**src/rtl/imem_boot_ctrl_if.sv**
```systemverilog
// Host program-stream channel for the instruction-memory boot controller:
// one word per valid/ready handshake, last flags the final word.
interface imem_boot_ctrl_if #(
    parameter int DW = 32
);
    logic          valid;
    logic [DW-1:0] data;
    logic          last;
    logic          ready;

    modport master (output valid, data, last, input ready);
    modport slave  (input valid, data, last, output ready);
endinterface

```
**src/rtl/imem_boot_ctrl.sv**
```systemverilog
// Boot/load controller for the Mini-MIPS instruction memory: streams a host program
// into addresses 0.. then enables execution and hands mem_a to the fetch PC.
module imem_boot_ctrl #(
    parameter int AW    = 9,
    parameter int DW    = 32,
    parameter int DEPTH = 512
) (
    input  logic            clk,
    input  logic            rst,
    input  logic            load_start,
    imem_boot_ctrl_if.slave host,
    input  logic [AW-1:0]   cpu_pc_addr,
    input  logic            cpu_halt,
    output logic [AW-1:0]   mem_a,
    output logic [DW-1:0]   mem_d,
    output logic            mem_we,
    output logic            exec,
    output logic [AW:0]     load_count,
    output logic            busy,
    output logic            err_overflow
);

    typedef enum logic [1:0] {IDLE, LOAD, SETTLE, RUN} state_t;

    state_t        state_q, state_d;
    logic [AW-1:0] wr_ptr;
    logic [AW-1:0] mem_a_q;
    logic          ready_q;
    logic          accept;
    logic          at_end;

    assign accept     = (state_q == LOAD) && host.valid && ready_q;
    assign at_end     = (wr_ptr == AW'(DEPTH - 1));
    assign host.ready = ready_q;
    assign busy       = (state_q == LOAD) || (state_q == SETTLE);
    // The processor owns the address port only while running.
    assign mem_a      = (state_q == RUN) ? cpu_pc_addr : mem_a_q;

    // NOTE: sequential state is written with non-blocking assignments so every
    // register samples pre-edge values, independent of block ordering.
    always_ff @(posedge clk or negedge rst) begin
        if (!rst) state_q <= IDLE;
        else      state_q <= state_d;
    end

    // NOTE: state_d gets its default before the case so no path leaves it
    // unassigned, which would otherwise infer a latch.
    always_comb begin
        state_d = state_q;
        case (state_q)
            IDLE:    if (load_start) state_d = LOAD;
            LOAD: begin
                // host_last takes priority over the end-of-memory overflow.
                if (accept && host.last) state_d = SETTLE;
                else if (accept && at_end) state_d = IDLE;
            end
            SETTLE:  state_d = RUN;
            RUN:     if (cpu_halt) state_d = IDLE;
            default: state_d = IDLE;
        endcase
    end

    always_ff @(posedge clk or negedge rst) begin
        if (!rst) begin
            wr_ptr       <= '0;
            mem_a_q      <= '0;
            mem_d        <= '0;
            mem_we       <= 1'b0;
            exec         <= 1'b0;
            ready_q      <= 1'b0;
            load_count   <= '0;
            err_overflow <= 1'b0;
        end else begin
            mem_we <= accept;
            if (accept) begin
                mem_a_q    <= wr_ptr;
                mem_d      <= host.data;
                wr_ptr     <= wr_ptr + AW'(1);
                load_count <= load_count + (AW+1)'(1);
            end
            case (state_q)
                IDLE: begin
                    if (load_start) begin
                        wr_ptr       <= '0;
                        load_count   <= '0;
                        err_overflow <= 1'b0;
                        ready_q      <= 1'b1;
                    end
                end
                LOAD: begin
                    if (accept && (host.last || at_end)) ready_q <= 1'b0;
                    if (accept && !host.last && at_end) err_overflow <= 1'b1;
                end
                SETTLE: exec <= 1'b1;
                RUN: begin
                    if (cpu_halt) begin
                        exec    <= 1'b0;
                        mem_a_q <= '0;
                    end
                end
                default: ;
            endcase
        end
    end

endmodule

```
**src/flat_wrapper.sv**
```systemverilog
// flat-port wrapper written by rule: the top's interface ports become plain ports
module imem_boot_ctrl_flat 
#(
    parameter int AW    = 9,
    parameter int DW    = 32,
    parameter int DEPTH = 512
)
  (clk, rst, load_start, cpu_pc_addr, cpu_halt, mem_a, mem_d, mem_we, exec, load_count, busy, err_overflow, host_valid, host_data, host_last, host_ready);
  imem_boot_ctrl_if #(.DW(DW)) host_i ();
  input  logic clk;
  input  logic rst;
  input  logic load_start;
  input  logic [AW-1:0] cpu_pc_addr;
  input  logic cpu_halt;
  output logic [AW-1:0] mem_a;
  output logic [DW-1:0] mem_d;
  output logic mem_we;
  output logic exec;
  output logic [AW:0] load_count;
  output logic busy;
  output logic err_overflow;
  input wire logic [$bits(host_i.valid)-1:0] host_valid;
  input wire logic [$bits(host_i.data)-1:0] host_data;
  input wire logic [$bits(host_i.last)-1:0] host_last;
  output wire logic [$bits(host_i.ready)-1:0] host_ready;
  assign host_i.valid = host_valid;
  assign host_i.data = host_data;
  assign host_i.last = host_last;
  assign host_ready = host_i.ready;
  imem_boot_ctrl #(.AW(AW), .DW(DW), .DEPTH(DEPTH)) u_core (.clk(clk), .rst(rst), .load_start(load_start), .host(host_i), .cpu_pc_addr(cpu_pc_addr), .cpu_halt(cpu_halt), .mem_a(mem_a), .mem_d(mem_d), .mem_we(mem_we), .exec(exec), .load_count(load_count), .busy(busy), .err_overflow(err_overflow));
endmodule
```
**config.mk**
```make
export PLATFORM = sky130hd
export DESIGN_NAME = imem_boot_ctrl_flat
export DESIGN_NICKNAME = d
export VERILOG_FILES = /design/src/rtl/imem_boot_ctrl_if.sv /design/src/rtl/imem_boot_ctrl.sv /design/src/flat_wrapper.sv
export SDC_FILE = /design/constraint.sdc
export NUM_CORES = 1
export LEC_CHECK = 0
export BUFFER_PORTS_ARGS = -buffer_cell sky130_fd_sc_hd__buf_2
export CORE_UTILIZATION = 52
export CTS_BUF_LIST = sky130_fd_sc_hd__clkbuf_4
export DETAILED_ROUTE_END_ITERATION = 10
export GPL_ROUTABILITY_DRIVEN = 0
export PLACE_DENSITY = 0.94
export SLEW_MARGIN = 15
export SYNTH_ARGS = -nofsm -noshare
export SYNTH_HDL_FRONTEND = slang
export SYNTH_SLANG_ARGS = --single-unit
```
**constraint.sdc**
```tcl
create_clock -name clk -period 2.6 [get_ports clk]
set_input_delay 0.13 -clock clk [delete_from_list [all_inputs] [get_ports clk]]
set_output_delay 0.13 -clock clk [all_outputs]
set_load 0.03 [all_outputs]
```
==> results of run 1 <==
[path summary, 6_finish.rpt]
path	depth (start not counted)	endpoint	slack, ns
max	7	flop	0.41
min in group asynchronous	2	u_core.mem_d[23]	0.29
max reg2reg	7	flop	0.41
min	4	u_core.err_overflow	0.11
min reg2reg	2	u_core.mem_d[29]	0.48
max in group asynchronous	3	u_core.mem_d[2]	1.69
[report_power, final]
part	leakage, nW	internal [W]	switching (W)
Sequential	0.912	0.00103	0
Clock	0.0719	0.000290	0.000333
Combinational	1.22	0.0000623	0.0000405
Total	2.21	0.00138	0.000374
[logic make-up (layout without fill, tap and decap cells)]
family / count (synthesis) / in the layout / synth area share
fa+ha+maj: 7 / 7 / 0.0292
buf+inv: 27 / 164 / 0.0418
compound gates: 44 / 44 / 0.0898
xor+xnor: 4 / 4 / 0.0117
flops: 66 / 66 / 0.551
simple gates: 164 / 164 / 0.232
mux: 12 / 12 / 0.0439
[tightest hold or removal path: cells and delay by family]
kind | cells | cell delay (ns)
AOI/OAI and AO/OA | 2 | 0.14
buffers and inverters | 1 | 0.13
and+or+nand+nor | 1 | 0.08
[state kept, by name, indices dropped and copies added (netlist names), named ones only]
signal               flops
u_core.wr_ptr            9
u_core.exec              1
u_core.mem_a_q           9
u_core.mem_d            32
u_core.err_overflow      1
u_core.load_count       10
u_core.state_q           1
u_core.mem_we            1
u_core.host.ready        1
[cell type report]
class                      count  share of cell area
multi-input combinational    231               0.303
inverter                       9             0.00841
timing repair buffer         141               0.225
tap                           72              0.0224
sequential                    66               0.411
clock buffer                  10              0.0187
clock inverter                 4              0.0112
[synth_stat cells, drive strengths merged, types with 3 or more instances]
| cell | count |
|---|---|
| nand2 | 127 |
| dfrtp | 66 |
| a21oi | 22 |
| buf | 11 |
| inv | 9 |
| mux2 | 9 |
| clkbuf | 7 |
| ha | 7 |
| o31ai | 7 |
| or4 | 7 |
| nand3 | 6 |
| nand4 | 6 |
| nor2 | 6 |
| o21a | 4 |
| o21ai | 4 |
| mux2i | 3 |
| nor3 | 3 |
[cell usage in the layout, fill, tap and decap left out, drive strengths merged, types with 3 or more instances in the layout]
master       synthesis  layout
mux2                 9       9
clkbuf               7      10
o21ai                4       4
o31ai                7       7
clkinv               0       3
buf                 11     106
nand2              127     127
or4                  7       7
dfrtp               66      66
nand4                6       6
dlygate4sd3          0      35
a21oi               22      22
nor3                 3       3
inv                  9       9
nor2                 6       6
o21a                 4       4
nand3                6       6
ha                   7       7
mux2i                3       3
[through the flow]
step	instances	setup WS [ns]	hold WS (ns)
CTS	533	0.409	0.0880
finish	533	0.411	0.111
global route	533	0.165	0.116
global placement	484	0.566	0.172
detailed placement	484	0.424	0.191
floorplan	324	0.682	-0.166
[per-layer routing]
layer	GRT usage	up-vias
met2	0.450	125
met5	0	-
met3	0.0400	28
met4	0.146	0
met1	0.297	1308
li1	-	1341
[timing repair]
item                                    CTS  global route
endpoints found under the setup margin    0             0
endpoints found under the hold margin    60             0
hold buffers                             35             0
resized for setup                         0             0
==> results.py, run 1 <==
metrics = {
    "grt": {
        "first_global_vias": 2687,
        "grt_pass1_wl_um": 11900,
        "antenna_found_initial": 0,
        "grt_max_degree": 41,
        "grtUsageTotal": 0.256,
        "overflow": 0,
    },
    "finish": {
        "stdcell_area_sq_um": 4020,
        "multi_input_area_sq_um": 1220,
        "syn2layout_area_growth_pct": 34.1,
        "final_core_util": 0.725,
        "nFillCells": 406,
        "diodes": 0,
        "ff_latch_area_sq_um": 1650,
        "layout.nets": 512,
        "drive_gt1_frac": 0.282,
    },
    "floorplanning": {
        "fp.dieW_um": 77.9,
        "core_sq_um": 5540,
        "rows": 27,
        "pin_count": 103,
        "dieArea_sq_um": 6070,
        "start_util": 0.541,
        "dieHeight_um": 77.9,
    },
    "status": {
        "status": "finished clean",
    },
    "synthesis": {
        "yosysWarnings": 0,
        "synth_edf_count": 0,
        "synth.ff_latch_count": 66,
        "synth-main-ff-cell": "dfrtp_1",
        "netlist_area_sq_um": 3000,
        "ys_seq_area_frac": 0.551,
        "syn_nets": 378,
        "async_reset_ff_frac": 1.00,
        "yosysUniqueCellTypes": 35,
        "ys_top_cells_by_area": "dfrtp_1 (55%), nand2_1 (16%), a21oi_1 (3.7%)",
        "syn_inst": 324,
        "yosysTopAreaCellShare": 0.551,
        "synth.largest_area_cell": "dfrtp_1",
        "avgSynthCellArea_sq_um": 9.24,
    },
    "clocking": {
        "postCtsSetupBuffers": 0,
        "cts.path.max_buffers": 2,
        "path_clk_slew_ns": 0.11,
        "clk_latency_ns": 0.39,
        "root_buffer": "clkbuf_4",
        "numCtsBuffers": 9,
        "cts_sinks": 66,
        "h-tree-depth": 3,
        "cts_tree": "built",
    },
    "setup_path": {
        "setup.worst_path.start": "u_core.wr_ptr[0]",
        "crit_arrival_ns": 2.51,
        "r2r-start": "u_core.wr_ptr[0]",
        "cp-end-kind": "flop",
        "critical-path-top-delay-family": "compound AO/OA/AOI/OAI gates",
        "crit_required_ns": 2.92,
        "path_class": "flop to flop",
        "crit_path_start_kind": "flop",
        "crit_fanout": 5,
        "path_buf_inv": 0,
        "cp_slowest_cell": "a2111oi_0",
        "max_stage_delay_ns": 0.56,
        "crit_chain": "ha_1 > nand3_1 > nor3_1 > ha_1 > o211ai_1 > a2111oi_0 > mux2i_1",
        "critPathMostFrequentCell": "ha_1",
    },
    "timing": {
        "setup_viol": 0,
        "fin_tns_setup_ns": 0,
        "period_needed_ns": 2.19,
        "slew_headroom": 0.580,
        "hold_viol": 0,
        "grt_setup_unrepaired": "no",
        "finalClockSkew_ns": 0.0130,
        "fin_crit_sh": 0.842,
        "max_freq_mhz": 457,
        "worst_pin_slew_ns": 0.630,
        "drv_slew": 0,
    },
    "detailed_routing": {
        "first_iter_violations": 130,
        "vias": 2802,
        "ant_nets": 0,
        "met1_length_um": 2900,
        "vias_per_cell": 5.26,
        "routedWlPerCell_um": 13.7,
        "drt_wl_total_um": 7310,
        "met2_length_um": 3760,
        "first_pass_iters": 5,
        "drc": 0,
        "wl_met3_um": 399,
        "top_layer": "met4",
    },
    "place": {
        "portBuffers": 102,
        "postPlaceCellArea_sq_um": 3550,
        "hpwlAfterDp_um": 4710,
    },
    "worst_hold_path": {
        "hp-start": "load_start",
        "hp-class": "primary input to flop",
    },
    "power_and_ir_drop": {
        "ir_worst_vdd_mv": 0.276,
        "total_power_w": 0.00175,
        "powerDensity_nw_per_um2": 436,
        "p_leak_nw": 2.21,
    },
    "flow_run": {
        "cap_violations": 0,
    },
}
Power figures use the tool's default switching activity.
==> inputs of run 2 (changes only) <==
==> constraint.sdc (replaced) <==
create_clock -name clk -period 2.22 [get_ports clk]
set_input_delay 0.111 -clock clk [delete_from_list [all_inputs] [get_ports clk]]
set_output_delay 0.111 -clock clk [all_outputs]
set_load 0.03 [all_outputs]
==> run 2 against run 1 <==
Cell count grew 1.3%. Total power rose by 18%. Non-clock buffer count rose by 5. Largest cell class unchanged. Critical path type unchanged.
==> results.py, run 2 (synthesized netlist as in run 1, its figures left out) <==
metrics = {
    "floorplanning": {
        "core_sq_um": 5540,
        "dieHeight_um": 77.9,
        "start_util": 0.541,
        "pin_count": 103,
        "dieArea_sq_um": 6070,
        "fp.dieW_um": 77.9,
        "rows": 27,
    },
    "finish": {
        "syn2layout_area_growth_pct": 36.7,
        "layout.nets": 517,
        "nFillCells": 394,
        "drive_gt1_frac": 0.288,
        "final_cell_mix": "nand2_1 (127), buf_2 (102), dfrtp_1 (65), dlygate4sd3_1 (35), a21oi_1 (22)",
        "largest_reg_flops": 32,
        "stdcell_area_sq_um": 4100,
        "biggestRegsByFlops": "u_core.mem_d x32, u_core.load_count x10",
        "layout_commonest_cell": "nand2_1",
        "diodes": 0,
        "regMostFlops": "u_core.mem_d",
    },
    "place": {
        "postPlaceCellArea_sq_um": 3610,
        "hpwlAfterDp_um": 4820,
        "portBuffers": 102,
    },
    "setup_path": {
        "crit_required_ns": 2.54,
        "path_class": "flop to flop",
        "reg2regPathDepth": 7,
        "critical-path-top-delay-family": "compound AO/OA/AOI/OAI gates",
        "crit_fanout": 5,
        "crit_path_start_kind": "flop",
        "reg2reg_slack_ns": 0.17,
        "max_stage_delay_ns": 0.43,
        "cp_slowest_cell": "dfrtp_1",
        "setup.worst_path.start": "u_core.wr_ptr[1]",
        "r2r-start": "u_core.wr_ptr[1]",
        "crit_arrival_ns": 2.36,
        "cp-end-kind": "flop",
        "cp.depth": 7,
        "path_buf_inv": 0,
        "critPathMostFrequentCell": "ha_1",
        "crit_chain": "ha_1 > nand3_1 > nor3_1 > ha_1 > o211ai_1 > a2111oi_2 > mux2i_1",
    },
    "timing": {
        "worst_pin_slew_ns": 0.651,
        "setup_viol": 0,
        "finalClockSkew_ns": 0.00784,
        "slew_headroom": 0.566,
        "hold_viol": 0,
        "period_needed_ns": 2.05,
        "fin_crit_sh": 0.922,
        "max_freq_mhz": 489,
        "grt_setup_unrepaired": "no",
        "drv_slew": 0,
        "holdWs_ns": 0.0856,
        "fin_tns_setup_ns": 0,
    },
    "clocking": {
        "cts_tree": "built",
        "cts.path.max_buffers": 2,
        "cts_sinks": 66,
        "numCtsBuffers": 9,
        "clk_latency_ns": 0.40,
        "root_buffer": "clkbuf_4",
        "h-tree-depth": 3,
        "postCtsSetupBuffers": 0,
        "path_clk_slew_ns": 0.10,
    },
    "grt": {
        "antenna_found_initial": 0,
        "grtUsageTotal": 0.267,
        "grt_pass1_wl_um": 12400,
        "first_global_vias": 2821,
        "grt_max_degree": 39,
        "overflow": 0,
    },
    "power_and_ir_drop": {
        "p_leak_nw": 2.23,
        "ir_worst_vdd_mv": 0.357,
        "powerDensity_nw_per_um2": 505,
    },
    "detailed_routing": {
        "ant_nets": 0,
        "first_pass_iters": 4,
        "drt_wl_total_um": 7470,
        "vias_per_cell": 5.25,
        "vias": 2835,
        "first_iter_violations": 206,
        "drc": 0,
        "routedWlPerCell_um": 13.8,
    },
    "status": {
        "status": "finished clean",
    },
    "flow_run": {
        "cap_violations": 0,
    },
    "worst_hold_path": {
        "hp-class": "primary input to flop",
    },
}
==> run 2: cell count changes in the layout (fill, tap and decap cells not counted), moves of 2 or more <==
cell | previous run | this run
clkinv_1 | 0 | 4
buf_4 | 3 | 6
clkinv_2 | 3 | 0
buf_12 | 1 | 3
clkinvlp_4 | 0 | 2
==> run 2: worst reg2reg max path, cell delays in order (launching register included) <==
cell	delay (ns)
dfrtp_1	0.43
ha_1	0.19
nand3_1	0.12
nor3_1	0.19
ha_1	0.26
o211ai_1	0.17
a2111oi_2	0.38
mux2i_1	0.24
==> run 2: power breakdown <==
| group | internal, W | switching, W | total, W | leakage [nW] |
|---|---|---|---|---|
| clock | 0.000328 | 0.000415 | 0.000744 | 0.0621 |
| sequential | 0.00120 | 0 | 0.00120 | 0.910 |
| combinational | 0.0000731 | 0.0000485 | 0.000122 | 1.25 |
==> run 2: area by class of cell <==
cell class	instances	area (sq um)	share of cell area
sequential	66	1650	0.404
multi-input combinational	231	1220	0.299
timing repair buffer	146	966	0.236
tap	72	90.1	0.0220
clock buffer	9	67.6	0.0165
clock inverter	7	60.1	0.0147
inverter	9	33.8	0.00825
==> run 2: what timing repair did <==
item                                    in CTS  in global routing
endpoints found under the setup margin       0                  1
resized for setup                            0                  3
hold endpoints to repair                    62                  0
hold buffers                                35                  0
==> run 2: how the worst min path moves through the flow <==
stage,from,end,cells after the start
2_1_floorplan,rst,async pin,0
3_3_place_gp,rst,u_core.load_count[9],1
3_5_place_dp,rst,u_core.load_count[9],1
4_1_cts,load_start,u_core.err_overflow,4
5_1_grt,load_start,u_core.err_overflow,4
6_report,load_start,u_core.err_overflow,4
==> run 2: metrics by stage <==
| step | utilization | total power (W) | cells | setup WS, ns |
|---|---|---|---|---|
| after floorplan | - | 0.00123 | 324 | 0.302 |
| after global placement | 0.652 | 0.00129 | 489 | 0.294 |
| after detailed placement | 0.652 | 0.00130 | 489 | 0.0575 |
| after CTS | 0.738 | 0.00208 | 540 | 0.0286 |
| after global routing | 0.739 | 0.00214 | 540 | 0.0443 |
| final | 0.739 | 0.00207 | 540 | 0.174 |
==> run 2: metal layers <==
layer	wire length, um	part of all wire	global-route usage
met1	2920	0.39	0.304
met2	3900	0.52	0.461
met3	349	0.047	0.0459
met4	294	0.039	0.178
met5	0	0	0
==> inputs of run 3 (changes only) <==
--- a/config.mk
+++ b/config.mk
@@ -5,12 +5,14 @@
 export SDC_FILE = /design/constraint.sdc
 export NUM_CORES = 1
 export LEC_CHECK = 0
-export BUFFER_PORTS_ARGS = -buffer_cell sky130_fd_sc_hd__buf_2
-export CORE_UTILIZATION = 52
+export CAP_MARGIN = 20
+export CORE_MARGIN = 10
+export CORE_UTILIZATION = 60
 export CTS_BUF_LIST = sky130_fd_sc_hd__clkbuf_4
 export DETAILED_ROUTE_END_ITERATION = 10
+export DONT_BUFFER_PORTS = 1
 export GPL_ROUTABILITY_DRIVEN = 0
-export PLACE_DENSITY = 0.94
+export PLACE_DENSITY = 0.88
 export SLEW_MARGIN = 15
 export SYNTH_ARGS = -nofsm -noshare
 export SYNTH_HDL_FRONTEND = slang
==> run 3 against run 2 <==
Clock skew rose by 0.012 ns. Register-to-register slack got worse by 0.04 ns. Setup slack got worse by 0.036 ns. Highest routed layer unchanged. Critical path depth unchanged. Clock power is 19% higher. Via count shrank 15%. Hold slack got worse by 0.012 ns. Sequential cell count unchanged. Sequential share of layout area up 5.1 points. Sequential power about the same.
==> results.py, run 3 (synthesized netlist as in run 1, its figures left out) <==
metrics = {
    "status": {
        "status": "finished clean",
    },
    "power_and_ir_drop": {
        "powerDensity_nw_per_um2": 599,
        "p_leak_nw": 1.79,
        "ir_worst_vdd_mv": 0.425,
    },
    "setup_path": {
        "crit_path_start_kind": "flop",
        "crit_arrival_ns": 2.38,
        "crit_fanout": 5,
        "cp-end-kind": "flop",
        "crit_required_ns": 2.52,
        "path_class": "flop to flop",
    },
    "place": {
        "postPlaceCellArea_sq_um": 3060,
        "hpwlAfterDp_um": 4970,
        "portBuffers": 0,
    },
    "grt": {
        "grt_max_degree": 67,
        "antenna_found_initial": 0,
        "grt_pass1_wl_um": 12800,
        "grtUsageTotal": 0.190,
        "first_global_vias": 2455,
        "overflow": 0,
    },
    "clocking": {
        "root_buffer": "clkbuf_4",
        "clk_latency_ns": 0.41,
        "cts_tree": "built",
        "cts.path.max_buffers": 2,
        "h-tree-depth": 3,
        "cts_sinks": 66,
        "numCtsBuffers": 9,
        "path_clk_slew_ns": 0.11,
    },
    "detailed_routing": {
        "drt_wl_total_um": 7640,
        "vias": 2406,
        "first_pass_iters": 4,
        "routedWlPerCell_um": 17.4,
        "vias_per_cell": 5.49,
        "first_iter_violations": 180,
        "drc": 0,
        "ant_nets": 0,
    },
    "finish": {
        "largest_reg_flops": 32,
        "regMostFlops": "u_core.mem_d",
        "final_cell_mix": "nand2_1 (127), dfrtp_1 (66), dlygate4sd3_1 (38), a21oi_1 (22)",
        "syn2layout_area_growth_pct": 21.3,
        "layout.nets": 420,
        "drive_gt1_frac": 0.0997,
        "layout_commonest_cell": "nand2_1",
        "diodes": 0,
        "stdcell_area_sq_um": 3630,
        "biggestRegsByFlops": "u_core.mem_d x32, u_core.load_count x10",
    },
    "timing": {
        "setup_viol": 0,
        "fin_tns_setup_ns": 0,
        "max_freq_mhz": 480,
        "drv_slew": 0,
        "grt_setup_unrepaired": "no",
        "fin_crit_sh": 0.938,
        "hold_viol": 0,
        "finalClockSkew_ns": 0.0194,
        "slew_headroom": 0.599,
        "worst_pin_slew_ns": 0.601,
        "period_needed_ns": 2.08,
    },
    "worst_hold_path": {
        "hp-class": "primary input to flop",
    },
    "floorplanning": {
        "rows": 25,
        "dieHeight_um": 90.7,
        "core_sq_um": 4790,
        "fp.dieW_um": 90.7,
        "start_util": 0.626,
        "pin_count": 103,
        "dieArea_sq_um": 8220,
    },
    "flow_run": {
        "cap_violations": 0,
    },
}
run 3: what timing repair did:
action / in CTS / in global routing
setup endpoints to repair: 0 / 1
hold endpoints to repair: 107 / 0
gates resized for setup: 0 / 2
setup buffers: 0 / 0
hold buffers: 39 / 0
run 3: report_power, final:
part	leakage (nW)	total (W)	internal (W)	switching (W)
clock	0.0838	0.000888	0.000462	0.000426
combinational	0.790	0.0000860	0.0000499	0.0000362
sequential	0.912	0.00120	0.00120	0
run 3: stage by stage:
stage / util / worst slack, ns / hold slack, ns / power, W / std cells
floorplan: - / 0.302 / -0.185 / 0.00123 / 324
finish: 0.759 / 0.138 / 0.0735 / 0.00218 / 438
CTS: 0.758 / 0.145 / 0.0578 / 0.00219 / 438
detailed placement: 0.640 / 0.179 / -0.183 / 0.00123 / 383
global route: 0.759 / 0.0366 / 0.0880 / 0.00226 / 438
global placement: 0.640 / 0.264 / -0.182 / 0.00123 / 383
run 3: path summary, 6_finish.rpt:
kind | start | depth (start not counted) | endpoint | slack, ns
max in group asynchronous | rst | 2 | u_core.mem_d[23] | 1.70
max | u_core.wr_ptr[1] | 7 | u_core.host.ready | 0.14
max reg2reg | u_core.wr_ptr[1] | 7 | u_core.host.ready | 0.14
min | host_valid | 3 | flop | 0.07
min reg2reg | u_core.mem_a_q[5] | 2 | u_core.mem_a_q[5] | 0.53
min in group asynchronous | rst | 2 | u_core.mem_d[14] | 0.24
run 3: metal layers:
| metal | vias to the layer above | routed length, um | GRT usage | part of all wire |
|---|---|---|---|---|
| li1 | 1168 | - | - | - |
| met2 | 94 | 4010 | 0.331 | 0.52 |
| met5 | - | 0 | 0 | 0 |
| met3 | 11 | 555 | 0.0549 | 0.073 |
| met4 | 0 | 126 | 0.0756 | 0.016 |
| met1 | 1133 | 2950 | 0.213 | 0.39 |
run 3: final cells by class:
type	instances	area, sq um
clock buffer	10	75.1
clock inverter	6	81.3
fill	350	1150
inverter	9	33.8
multi-input combinational	231	1220
sequential	66	1650
tap	67	83.8
timing repair buffer	49	483
run 3: critical path, cell delays in order, from the launching register on:
cell and delay [ns]:
dfrtp_1 0.43, ha_1 0.20, nand3_1 0.10, nor3_1 0.17, ha_1 0.23, o2111ai_1 0.12
a22o_1 0.19, dlygate4sd3_1 0.54
